$ cat config.mk
export PLATFORM = sky130hd
export DESIGN_NAME = ir_key_event
export DESIGN_NICKNAME = d
export VERILOG_FILES = /design/src/rtl/ir_key_event.sv
export SDC_FILE = /design/constraint.sdc
export NUM_CORES = 1
export LEC_CHECK = 0
export CAP_MARGIN = 0
export CORE_MARGIN = 2
export CORE_UTILIZATION = 50
export CTS_BUF_LIST = sky130_fd_sc_hd__clkbuf_2
export DETAILED_ROUTE_END_ITERATION = 7
export HOLD_SLACK_MARGIN = 0.05
export PLACE_DENSITY_LB_ADDON = 0.08
export SYNTH_ARGS = -nofsm -noshare
export SYNTH_HDL_FRONTEND = slang
export SYNTH_SLANG_ARGS = --single-unit
$ cat constraint.sdc
create_clock -name clk -period 5.03 [get_ports clk]
set_input_delay 0.503 -clock clk [delete_from_list [all_inputs] [get_ports clk]]
set_output_delay 0.503 -clock clk [all_outputs]
set_load 0.03 [all_outputs]
$ cat src/rtl/ir_key_event.sv
// NEC frame validator and key event generator (press pulse, held level, buttons, mute).
// Optional custom-code check is compiled in with `define IR_CUSTOM_CHECK_EN.
module ir_key_event #(
    parameter int unsigned CLK_HZ          = 50_000_000,
    parameter int unsigned HOLD_TIMEOUT_MS = 120,
    parameter logic [15:0] CUSTOM_CODE     = 16'h0000
) (
    input  logic        clk,
    input  logic        reset,
    input  logic        data_ready,
    input  logic [31:0] ir_data,
    output logic        key_valid,
    output logic [7:0]  key_code,
    output logic        key_held,
    output logic [3:0]  button,
    output logic        mute,
    output logic [7:0]  err_count
);

    localparam int unsigned TIMEOUT_CYC = CLK_HZ / 1000 * HOLD_TIMEOUT_MS;
    localparam int unsigned TW          = $clog2(TIMEOUT_CYC + 1);

    typedef enum logic [1:0] {IDLE, PRESSED, HELD} state_t;

    state_t        state_q, state_d;
    logic [TW-1:0] timer_q, timer_d;
    logic          dr_q, dr_d;
    logic          frame_evt_q, frame_evt_d;
    logic [31:0]   frame_q, frame_d;
    logic          acc_q, acc_d;
    logic          rej_q, rej_d;
    logic [7:0]    cand_q, cand_d;
    logic          key_valid_q, key_valid_d;
    logic [7:0]    key_code_q, key_code_d;
    logic          key_held_q, key_held_d;
    logic [3:0]    button_q, button_d;
    logic          mute_q, mute_d;
    logic [7:0]    err_count_q, err_count_d;
    logic          custom_ok;
    logic          frame_ok;
    logic          new_press;

`ifdef IR_CUSTOM_CHECK_EN
    assign custom_ok = (frame_q[15:0] == CUSTOM_CODE);
`else
    logic unused_custom;
    assign custom_ok     = 1'b1;
    assign unused_custom = ^{frame_q[15:0], CUSTOM_CODE};
`endif

    assign frame_ok = (frame_q[31:24] == ~frame_q[23:16]) && custom_ok;

    always_comb begin
        dr_d        = data_ready;
        frame_evt_d = data_ready & ~dr_q;
        frame_d     = frame_evt_d ? ir_data : frame_q;
        acc_d       = frame_evt_q & frame_ok;
        rej_d       = frame_evt_q & ~frame_ok;
        cand_d      = frame_q[23:16];

        state_d     = state_q;
        timer_d     = timer_q;
        key_valid_d = 1'b0;
        button_d    = '0;
        key_code_d  = key_code_q;
        key_held_d  = key_held_q;
        mute_d      = mute_q;
        err_count_d = (rej_q && err_count_q != 8'hFF) ? err_count_q + 8'd1 : err_count_q;
        new_press   = 1'b0;

        case (state_q)
            IDLE: new_press = acc_q;
            PRESSED, HELD: begin
                if (acc_q) begin
                    if (cand_q == key_code_q) begin
                        key_held_d = 1'b1;
                        state_d    = HELD;
                        timer_d    = TW'(TIMEOUT_CYC);
                    end else begin
                        new_press = 1'b1;
                    end
                // Expiry is taken as the count reaches zero, so the press ends
                // exactly TIMEOUT_CYC cycles after the last accepted frame.
                end else if (timer_q > TW'(1)) begin
                    timer_d = timer_q - TW'(1);
                end else begin
                    timer_d    = '0;
                    key_held_d = 1'b0;
                    state_d    = IDLE;
                end
            end
            default: state_d = IDLE;
        endcase

        if (new_press) begin
            key_valid_d = 1'b1;
            key_code_d  = cand_q;
            key_held_d  = 1'b0;
            state_d     = PRESSED;
            timer_d     = TW'(TIMEOUT_CYC);
            for (int unsigned i = 0; i < 4; i++) begin
                button_d[i] = (cand_q == 8'(i + 1));
            end
            if (cand_q == 8'h0C) begin
                mute_d = ~mute_q;
            end
        end
    end

    always_ff @(posedge clk) begin
        if (reset) begin
            state_q     <= IDLE;
            timer_q     <= '0;
            dr_q        <= 1'b0;
            frame_evt_q <= 1'b0;
            frame_q     <= '0;
            acc_q       <= 1'b0;
            rej_q       <= 1'b0;
            cand_q      <= '0;
            key_valid_q <= 1'b0;
            key_code_q  <= '0;
            key_held_q  <= 1'b0;
            button_q    <= '0;
            mute_q      <= 1'b0;
            err_count_q <= '0;
        end else begin
            state_q     <= state_d;
            timer_q     <= timer_d;
            dr_q        <= dr_d;
            frame_evt_q <= frame_evt_d;
            frame_q     <= frame_d;
            acc_q       <= acc_d;
            rej_q       <= rej_d;
            cand_q      <= cand_d;
            key_valid_q <= key_valid_d;
            key_code_q  <= key_code_d;
            key_held_q  <= key_held_d;
            button_q    <= button_d;
            mute_q      <= mute_d;
            err_count_q <= err_count_d;
        end
    end

    assign key_valid = key_valid_q;
    assign key_code  = key_code_q;
    assign key_held  = key_held_q;
    assign button    = button_q;
    assign mute      = mute_q;
    assign err_count = err_count_q;

endmodule

=== Word-level counts from Yosys, hierarchy flattened ===
Index checks and enable logic that the tools add are counted.
Widths: inputs -> output; s select.

* $add $sub $neg: 2
* Multipliers: 0
* Divide/modulo/power cells: 0
* Order comparisons: 1
* Equal/unequal tests: 18
* Shift-type cells: 0
* Mux-type cells: 17
* Bitwise logic cells: 9
* Reduce and logical (&&, ||, !) cells: 12

{| class="wikitable"
|+ Operators by type and width
! cell !! count
|-
| $mux 23 || 5
|-
| $gt 23x1->1 const B || 1
|-
| $sub 23x1->23 const B || 1
|-
| $eq 8x2->1 const B || 2
|-
| $eq 8x8->1 || 2
|-
| $reduce_and 3->1 || 3
|-
| $add 8x1->8 const B || 1
|-
| $eq 8x1->1 const B || 1
|-
| $eq 8x3->1 const B || 1
|-
| $eq 8x4->1 const B || 1
|-
| $ne 4x4->1 const B || 2
|-
| $ne 8x8->1 const B || 1
|-
| $not 8->8 || 1
|-
| $mux 1 || 7
|-
| $mux 2 || 3
|-
| $ne 3x3->1 const B || 2
|-
| $reduce_and 2->1 || 3
|-
| $reduce_or 2->1 || 3
|-
| $not 1->1 || 5
|-
| $ne 2x2->1 const B || 2
|-
| $pmux 2 s2 || 1
|-
| $and 1x1->1 || 3
|-
| $ne 3x1->1 const B || 1
|-
| $eq 2x1->1 const B || 1
|-
| 6 further kinds || 6
|}

* Register bits after elaboration: 92
* Latch bits: 0
* Bits in writable memories: 0
* Memory bits (read-only): 0
* Input bits: 35
* Output and inout bits: 23
* Logic and storage cells: 75
* Memories kept: 0

=== Longest topological paths before layout ===
Gate-level depths: netlist (run 1).

* Depth in word-level cells: 6
* Mapped depth: 9

=== Worst setup path after synthesis (run 1) ===
OpenSTA, ideal clock, no wires.

* Kind: reg2reg
* From: register state_q[0]
* To: register timer_q[22]
* Setup time: 137 ps
* Arrival time: 1920 ps
* Data required time: 4893 ps
* Slack: 2973 ps
* Cell stages (with the launch flop): 10
* Path buffers: 2
* Clock period less this slack: 2057 ps
* Path through: dfxtp_1 > inv_1 > ha_1 > clkbuf_1 > inv_1 > nor2_1 > clkbuf_1 > o21ai_0 > a21oi_1 > a211oi_1

* Word-level cells in the longest chain between the ends: 5

{| class="wikitable"
|+ Ends and longest elaborated chain
! what !! RTL line !! RTL
|-
| start, declared || 25 || <nowiki>state_t state_q, state_d;</nowiki>
|-
| start signal, assigned || 127 || <nowiki>state_q <= state_d;</nowiki>
|-
| $eq 2x1->1 or $eq 2x2->1 (tied branches) || 71 || <nowiki>case (state_q)</nowiki>
|-
| $reduce_or 2->1 || 71 ||
|-
| $pmux 1 s2 || 71 ||
|-
| $ne 3x1->1 (no line) or $reduce_bool 2->1 (tied branches) || - ||
|-
| $reduce_and 2->1 (no line) || - ||
|-
| end signal, assigned || 128 || <nowiki>timer_q <= timer_d;</nowiki>
|-
| end, declared || 26 || <nowiki>logic [TW-1:0] timer_q, timer_d;</nowiki>
|}

Parallel ways exist; a longest one is shown, timed or not.
A chain may end at the register's enable or synchronous reset.

=== Worst setup path after layout (run 1) ===
* From: register state_q[0]
* To: register button_q[3], in the netlist button[3]

* Word-level cells in the longest chain between the ends: 5

{| class="wikitable"
|+ Ends and longest elaborated chain
! what !! RTL line !! RTL
|-
| $eq 2x1->1 or $eq 2x2->1 (tied branches) || 71 ||
|-
| $reduce_or 2->1 || 71 ||
|-
| $pmux 1 s2 (*) || 71 ||
|-
| $not 1->1 (no line) (*) || - ||
|-
| $reduce_or 2->1 (no line) (*) || - ||
|-
| end signal, assigned || 138 || <nowiki>button_q <= button_d;</nowiki>
|-
| end, declared || 36 || <nowiki>logic [3:0] button_q, button_d;</nowiki>
|}

Every way passes the cells marked *; elsewhere a longest branch is shown, timed or not.

==> summary.md, run 1 <==
| Metric | Value |
|---|---|
| Core Area | 0.006422 mm2 |
| GRT overflow | 0 |
| DIE HEIGHT | 85.85 um |
| Setup TNS | 0 ps |
| Crit path max fanout | 12 |
| Crit Path Category | register to register |
| H-tree Lvls | 3 |
| Most common cell after layout, fill and taps aside | dfxtp_1 |
| Pwr/cell area | 287.2 mW/mm2 |
| Vias in the first global route | 2503 |
| Final Skew | 29.74 ps |
| Initial Util | 52.15% |
| I/O Pins | 58 |
| Static leakage | 1.557 nW |
| Post-DR vias/cell | 5.538 |
| VDD IR max | 156.1 uV |
| CTS root buf | clkbuf_2 |
| Drt initial violations | 190 |
| Clock tree sinks | 76 |
| Most frequent cells in the layout | 76 x dfxtp_1, 41 x clkdlybuf4s50_1, 40 x nor2_1 |
| FFs w/ async S/R, synth | 0% |
| Port Buffers | 41 |
| Layout cells sized above 1 | 7.933% |
| Post-CTS sizing | 0 |
| Finish-stage setup viols | 0 |
| CTS buffer count | 9 |
| Fillers | 570 |
| Final Slew Violations | 0 |
| Run status | complete, but fails checks |
| Startpoint Class | register |
| Maxcap violations | 0 |
| Top_reg_cell synth | dfxtp_1 |
| Wire per inst | 14.25 um |
| # diodes | 0 |
| FP Rows | 29 |
| Mapped Nets | 413 |
| Final non-filler cell total | 493 |
| Placed insts | 477 |
| Hold Fails Final Rpt | 0 |
| Dpl hpwl | 4830 um |
| RSZ-0062 raised after global routing | no |
| Netlist cell types | 52 |
| Postcts setup bufs | 0 |
| Nets | 451 |
| Die width | 85.85 um |
| All-Layer GR Usage | 20.47% |
| Max Fclk | 375.1 MHz |
| Antenna Nets Post-Route | 0 |
| Routability cong. | 0.7965 |
| Required @ worst endpoint | 5470 ps |
| Drt pass-1 iters | 7 |
| Wirelength, routed | 7026 um |
| Largest net degree at the start of global routing | 39 |
| Initial antenna violation count | 0 |
| Period utilisation layout | 53.01% |
| Clock Latency Late Sink | 510 ps |
| Least-Margin Pin Slew | 1162 ps |
| Die Area | 0.007369 mm2 |
| Number of synthesis warnings | 0 |
| Failing checks | design-rule violations |
| Final Util | 61.72% |
| Crit path capture type | register |
| Via Count | 2730 |
| Gate Count Post-Synth | 373 |
| Slew HR | 21.95% |
| Worst-path clk slew | 200 ps |
| Hold Path Class | register to register |
| First-pass GRT wire length | 11930 um |
| Avg Cell Area, Syn | 8.980 um2 |
| FF-to-FF path depth | 6 |
| Synthesized flop and latch total | 76 |
| Seq/Total Area, Yosys | 45.42% |
| Final min period | 2666 ps |
| Mapped Area | 0.003349 mm2 |
| Hold bufs inserted after CTS | 0 |
| DRC | 5 |
| Layout area overhead | 18.34% |
| Hold Crit Depth | 2 |
| Bufs on Longest Clock Path | 2 |
| CP arrival | 3110 ps |
| CTS tree | done |
| Post-synth EDFFs | 0 |
sequential cells by signal, indices dropped and copies added (netlist names):
register,flops
dr_q,1
cand_q,8
key_valid,1
rej_q,1
mute,1
key_code,8
timer_q,23
acc_q,1
key_held,1
button,4
frame_evt_q,1
state_q,2
err_count,8
frame_q,16
layer usage:
metal	track usage (%)	share of wire (%)
met5	0	0
met4	7.648	0.80
met3	4.427	3.2
met2	31.89	45
met1	27.97	51
logic make-up after synthesis:
kind of cell / after synthesis / synth area share [%]
compound gates: 76 / 15.46
buf+inv: 26 / 3.212
fa+ha+maj: 5 / 1.868
flops: 76 / 45.42
mux: 1 / 0.2989
xor+xnor: 33 / 8.629
simple gates: 156 / 25.10
worst max-delay path, cell delays in order (launching register included):
cell and delay, ps:
dfxtp_1 390, inv_1 70, ha_1 480, inv_1 250
o21a_1 270, nor3_1 890, nor3b_1 260
final cells by class:
class                   instances  area, um2  area share [%]
inverters                      11      41.29           1.042
multi-input cells             271       1720           43.40
clock inverters                 7      121.4           3.062
flip-flops and latches         76       1521           38.38
well taps                      77      96.34           2.431
repair buffers                 42      417.9           10.54
clock buffers                   9      45.04           1.136
cells in the mapped netlist (all sizes together) (4+ instances only):
cell	number	area share, %
dfxtp	76	45
nor2	40	4.5
nand2	35	3.9
a21oi	29	4.3
xor2	19	5.0
nor3	16	2.7
xnor2	14	3.7
nor4	13	3.2
o21ai	12	1.8
clkbuf	11	1.2
inv	11	1.2
nor2b	11	2.1
nand3	10	1.5
a22o	8	2.1
o22a	8	2.1
nand4	7	1.5
ha	5	1.9
or3	5	0.93
a311oi	4	1.2
buf	4	0.75
nand2b	4	0.75
through the flow:
| step | setup slack [ps] | area, um2 | hold WS [ps] | power [mW] |
|---|---|---|---|---|
| 5_1_grt | 2115 | 3964 | 459.4 | 1.183 |
| 6_report | 2364 | 3964 | 472.4 | 1.138 |
| 4_1_cts | 2394 | 3964 | 463.7 | 1.148 |
| 3_3_place_gp | 2414 | 3797 | 448.2 | 0.7084 |
| 2_1_floorplan | 2973 | 3349 | 429.3 | 0.6823 |
| 3_5_place_dp | 2448 | 3797 | 444.6 | 0.7093 |
path summary, 6_finish.rpt:
path	from	end	slack, ps
max	state_q[0]$_SDFFE_PP0P_	button[3]$_SDFF_PP0_	2360
min	frame_evt_q$_SDFF_PP0_	acc_q$_SDFF_PP0_	470
max reg2reg	state_q[0]$_SDFFE_PP0P_	button[3]$_SDFF_PP0_	2360
min reg2reg	frame_evt_q$_SDFF_PP0_	acc_q$_SDFF_PP0_	470
report_power, final:
| part | switching [mW] | internal (mW) | total [mW] |
|---|---|---|---|
| clock | 0.222 | 0.218 | 0.440 |
| combinational | 0.0347 | 0.0329 | 0.0676 |
| sequential | 0.0121 | 0.618 | 0.630 |
Note: power is estimated with default switching activity, not from simulation.
==> run 2, diff against run 1 <==
--- a/config.mk
+++ b/config.mk
@@ -7,7 +7,7 @@
 export LEC_CHECK = 0
 export CAP_MARGIN = 0
 export CORE_MARGIN = 2
-export CORE_UTILIZATION = 50
+export CORE_UTILIZATION = 49
 export CTS_BUF_LIST = sky130_fd_sc_hd__clkbuf_2
 export DETAILED_ROUTE_END_ITERATION = 7
 export HOLD_SLACK_MARGIN = 0.05
==> constraint.sdc (replaced) <==
create_clock -name clk -period 2.2 [get_ports clk]
set_input_delay 0.22 -clock clk [delete_from_list [all_inputs] [get_ports clk]]
set_output_delay 0.22 -clock clk [all_outputs]
set_load 0.03 [all_outputs]
==> run 2 against run 1 <==
The run now ends clean. Combinational power grew to 2.7 times the previous value. Sequential power is 130% higher. Routed wire length rose by 0.93%. Critical endpoint is now timer_q[15]$_SDFFE_PP0P_. Largest power group unchanged.
==> summary.md, run 2 (synthesized netlist as in run 1, its figures left out) <==
| Metric | Value |
|---|---|
| Run status | finished, final reports clean |
| Reg with most FFs | timer_q |
| Die Area | 0.007513 mm2 (+1.9%) |
| P_sw | 0.6142 mW (+130%) |
| Static leakage | 1.667 nW (+7.1%) |
| Sw Share | 23.45% (-0.19 points) |
| Vias in the first global route | 2542 (+1.6%) |
| Final Cell Area | 0.004155 mm2 (+4.8%) |
| Startpoint Class | register |
| Setup TNS | 0 ps (unchanged) |
| Most common cell after layout, fill and taps aside | dfxtp_1 |
| RSZ-0062 raised after global routing | no |
| Largest net degree at the start of global routing | 38 (-2.6%) |
| Routability cong. | 0.8138 (+2.2%) |
| Layout cells sized above 1 | 13.30% (+5.4 points) |
| FF/Latch Area | 0.001521 mm2 (unchanged) |
| Initial Util | 49.85% (-2.3 points) |
| Clk network pwr share | 38.2% (-0.5 points) |
| Crit path max fanout | 5 (-7) |
| Most crowded layer after global routing | met2 |
| Worst R2R End | timer_q[15]$_SDFFE_PP0P_ |
| Wirelength, routed | 7091 um (+0.93%) |
| Pwr/cell area | 630.2 mW/mm2 (+120%) |
| Grt met1 use | 27.49% (-0.47 points) |
| All-Layer GR Usage | 20.16% (-0.31 points) |
| Worst hold slack | 217.7 ps (-254.7 ps) |
| Hold Path Origin | ir_data[30] |
| Hold bufs inserted after CTS | 0 (unchanged) |
| M3 GR Usage | 3.238% (-1.2 points) |
| Layout area overhead | 24.06% |
| Crit-path cells | or4_4 -> nor3_4 -> nand3b_4 -> o31ai_2 -> a21oi_1 -> a311oi_2 |
| Worst-path clk slew | 220 ps (+20 ps) |
| Final Slew Violations | 0 (unchanged) |
| Met2 usage | 31.26% (-0.63 points) |
| Period utilisation layout | 92.59% (+40 points) |
| Hold Crit Depth | 3 (+1) |
| Worst path slowest cell | or4_4 |
| Wire per inst | 13.74 um (-3.6%) |
| Max FFs per register | 23 (unchanged) |
| Worst path max stage delay | 580 ps (-310 ps) |
| I/O Pins | 58 (unchanged) |
| Final min period | 2037 ps (-629.4 ps) |
| Postcts setup bufs | 0 (unchanged) |
| VDD IR max | 419.7 uV (+170%) |
| Max Fclk | 490.9 MHz (+31%) |
| Multi-input logic area | 0.001750 mm2 (+1.7%) |
| Core Area | 0.006719 mm2 (+4.6%) |
| Dpl hpwl | 5030 um (+4.1%) |
| Clock tree sinks | 76 (unchanged) |
| Logic pwr share | 7.0% (+1.1 points) |
| Initial antenna violation count | 0 (unchanged) |
| Post-CTS sizing | 2 (+2) |
| Crit Path Category | register to register |
| Port Buffers | 41 (unchanged) |
| P_int | 2.005 mW (+130%) |
| Least-Margin Pin Slew | 655.5 ps (-506.3 ps) |
| CP arrival | 2500 ps (-610 ps) |
| Flop pwr share | 54.8% (-0.6 points) |
| Maxcap violations | 0 (unchanged) |
| CTS root buf | clkbuf_2 |
| FP Rows | 30 (+3.4%) |
| Required @ worst endpoint | 2660 ps (-2810 ps) |
| GRT overflow | 0 (unchanged) |
| Most frequent cells in the layout | 76 x dfxtp_1, 41 x clkdlybuf4s50_1, 39 x nor2_1 |
| CTS tree | done |
| Fillers | 617 (+8.2%) |
| Die width | 86.68 um (+0.97%) |
| Clock Latency Late Sink | 520 ps (about the same) |
| Post-DR vias/cell | 5.366 (-3.1%) |
| Worst Hold Path EP | frame_q[30]$_SDFFE_PP0P_ |
| Antenna Nets Post-Route | 0 (unchanged) |
| Hold Path Class | input port to register |
| Via Count | 2769 (+1.4%) |
| DIE HEIGHT | 86.68 um (+0.97%) |
| Regs by FF count | timer_q (23), frame_q (16) |
| R2r setup slk | 160 ps (-2200 ps) |
| First-pass GRT wire length | 11870 um (-0.52%) |
| CTS buffer count | 9 (unchanged) |
| Drt pass-1 iters | 4 (-3) |
| Slew HR | 56.06% (+34 points) |
| Crit path capture type | register |
| FF-to-FF path depth | 6 (unchanged) |
| Hold Fails Final Rpt | 0 (unchanged) |
| Nets | 471 (+4.4%) |
| Bufs on Longest Clock Path | 2 (unchanged) |
| # diodes | 0 (unchanged) |
| DRC | 0 (-5) |
| Finish-stage setup viols | 0 (unchanged) |
| Final Skew | 19.69 ps (-10.05 ps) |
| Critical R2R Launch | timer_q[3]$_SDFFE_PP0P_ |
| Drt initial violations | 135 (-29%) |
| Post-Place Cell Area | 0.003964 mm2 (+4.4%) |
| H-tree Lvls | 3 (unchanged) |
[run 2: changes by cell type in the layout (fill, tap and decap cells not counted), sizes merged]
cell      previous run  this run
buf                  1        21
inv                 13        12
clkbuf               9        10
clkinv               2         1
clkinvlp             0         1
[run 2: critical path: cells and delay by family (launching register included)]
kind,cells,cell delay (ps)
compound gates,3,550
flops,1,390
simple gates,3,1060
[run 2: per-layer routing]
metal	part of all wire, %	up-vias
met3	3.6	11
met5	0	-
met1	49	1268
met4	1.8	0
met2	45	55
li1	-	1435
[run 2: area by class of cell]
class	instances	share of cell area (%)
clock buffer	10	1.204
timing repair buffer	62	13.97
clock inverter	6	2.680
tap	80	2.409
multi-input combinational	271	42.13
sequential	76	36.62
inverter	11	0.9937
[run 2: worst max-delay path by stage]
| stage | end | start |
|---|---|---|
| floorplan | timer_q[22]$_SDFFE_PP0P_ | state_q[0]$_SDFFE_PP0P_ |
| global placement | button[2]$_SDFF_PP0_ | cand_q[4]$_SDFF_PP0_ |
| detailed placement | button[0]$_SDFF_PP0_ | cand_q[4]$_SDFF_PP0_ |
| CTS | timer_q[5]$_SDFFE_PP0P_ | key_code[3]$_SDFFE_PP0P_ |
| global route | timer_q[5]$_SDFFE_PP0P_ | key_code[3]$_SDFFE_PP0P_ |
| finish | timer_q[15]$_SDFFE_PP0P_ | timer_q[3]$_SDFFE_PP0P_ |
[run 2: per-stage QoR]
step           utilization, %  setup slack, ps  cells  power, mW
2_1_floorplan               -            142.6    373      1.560
6_report                61.84            163.1    516      2.619
5_1_grt                 61.84            13.13    516      2.722
3_3_place_gp            58.99            2.476    500      1.640
3_5_place_dp            58.99           -73.79    500      1.643
4_1_cts                 61.51            6.817    516      2.638
[run 2: power groups by stage]
stage / registers, mW / logic [mW] / clock network, mW
2_1_floorplan: 1.46 / 0.0968 / 0
3_3_place_gp: 1.46 / 0.177 / 0
3_5_place_dp: 1.46 / 0.179 / 0
4_1_cts: 1.44 / 0.181 / 1.02
5_1_grt: 1.44 / 0.201 / 1.08
6_report: 1.44 / 0.182 / 1.00
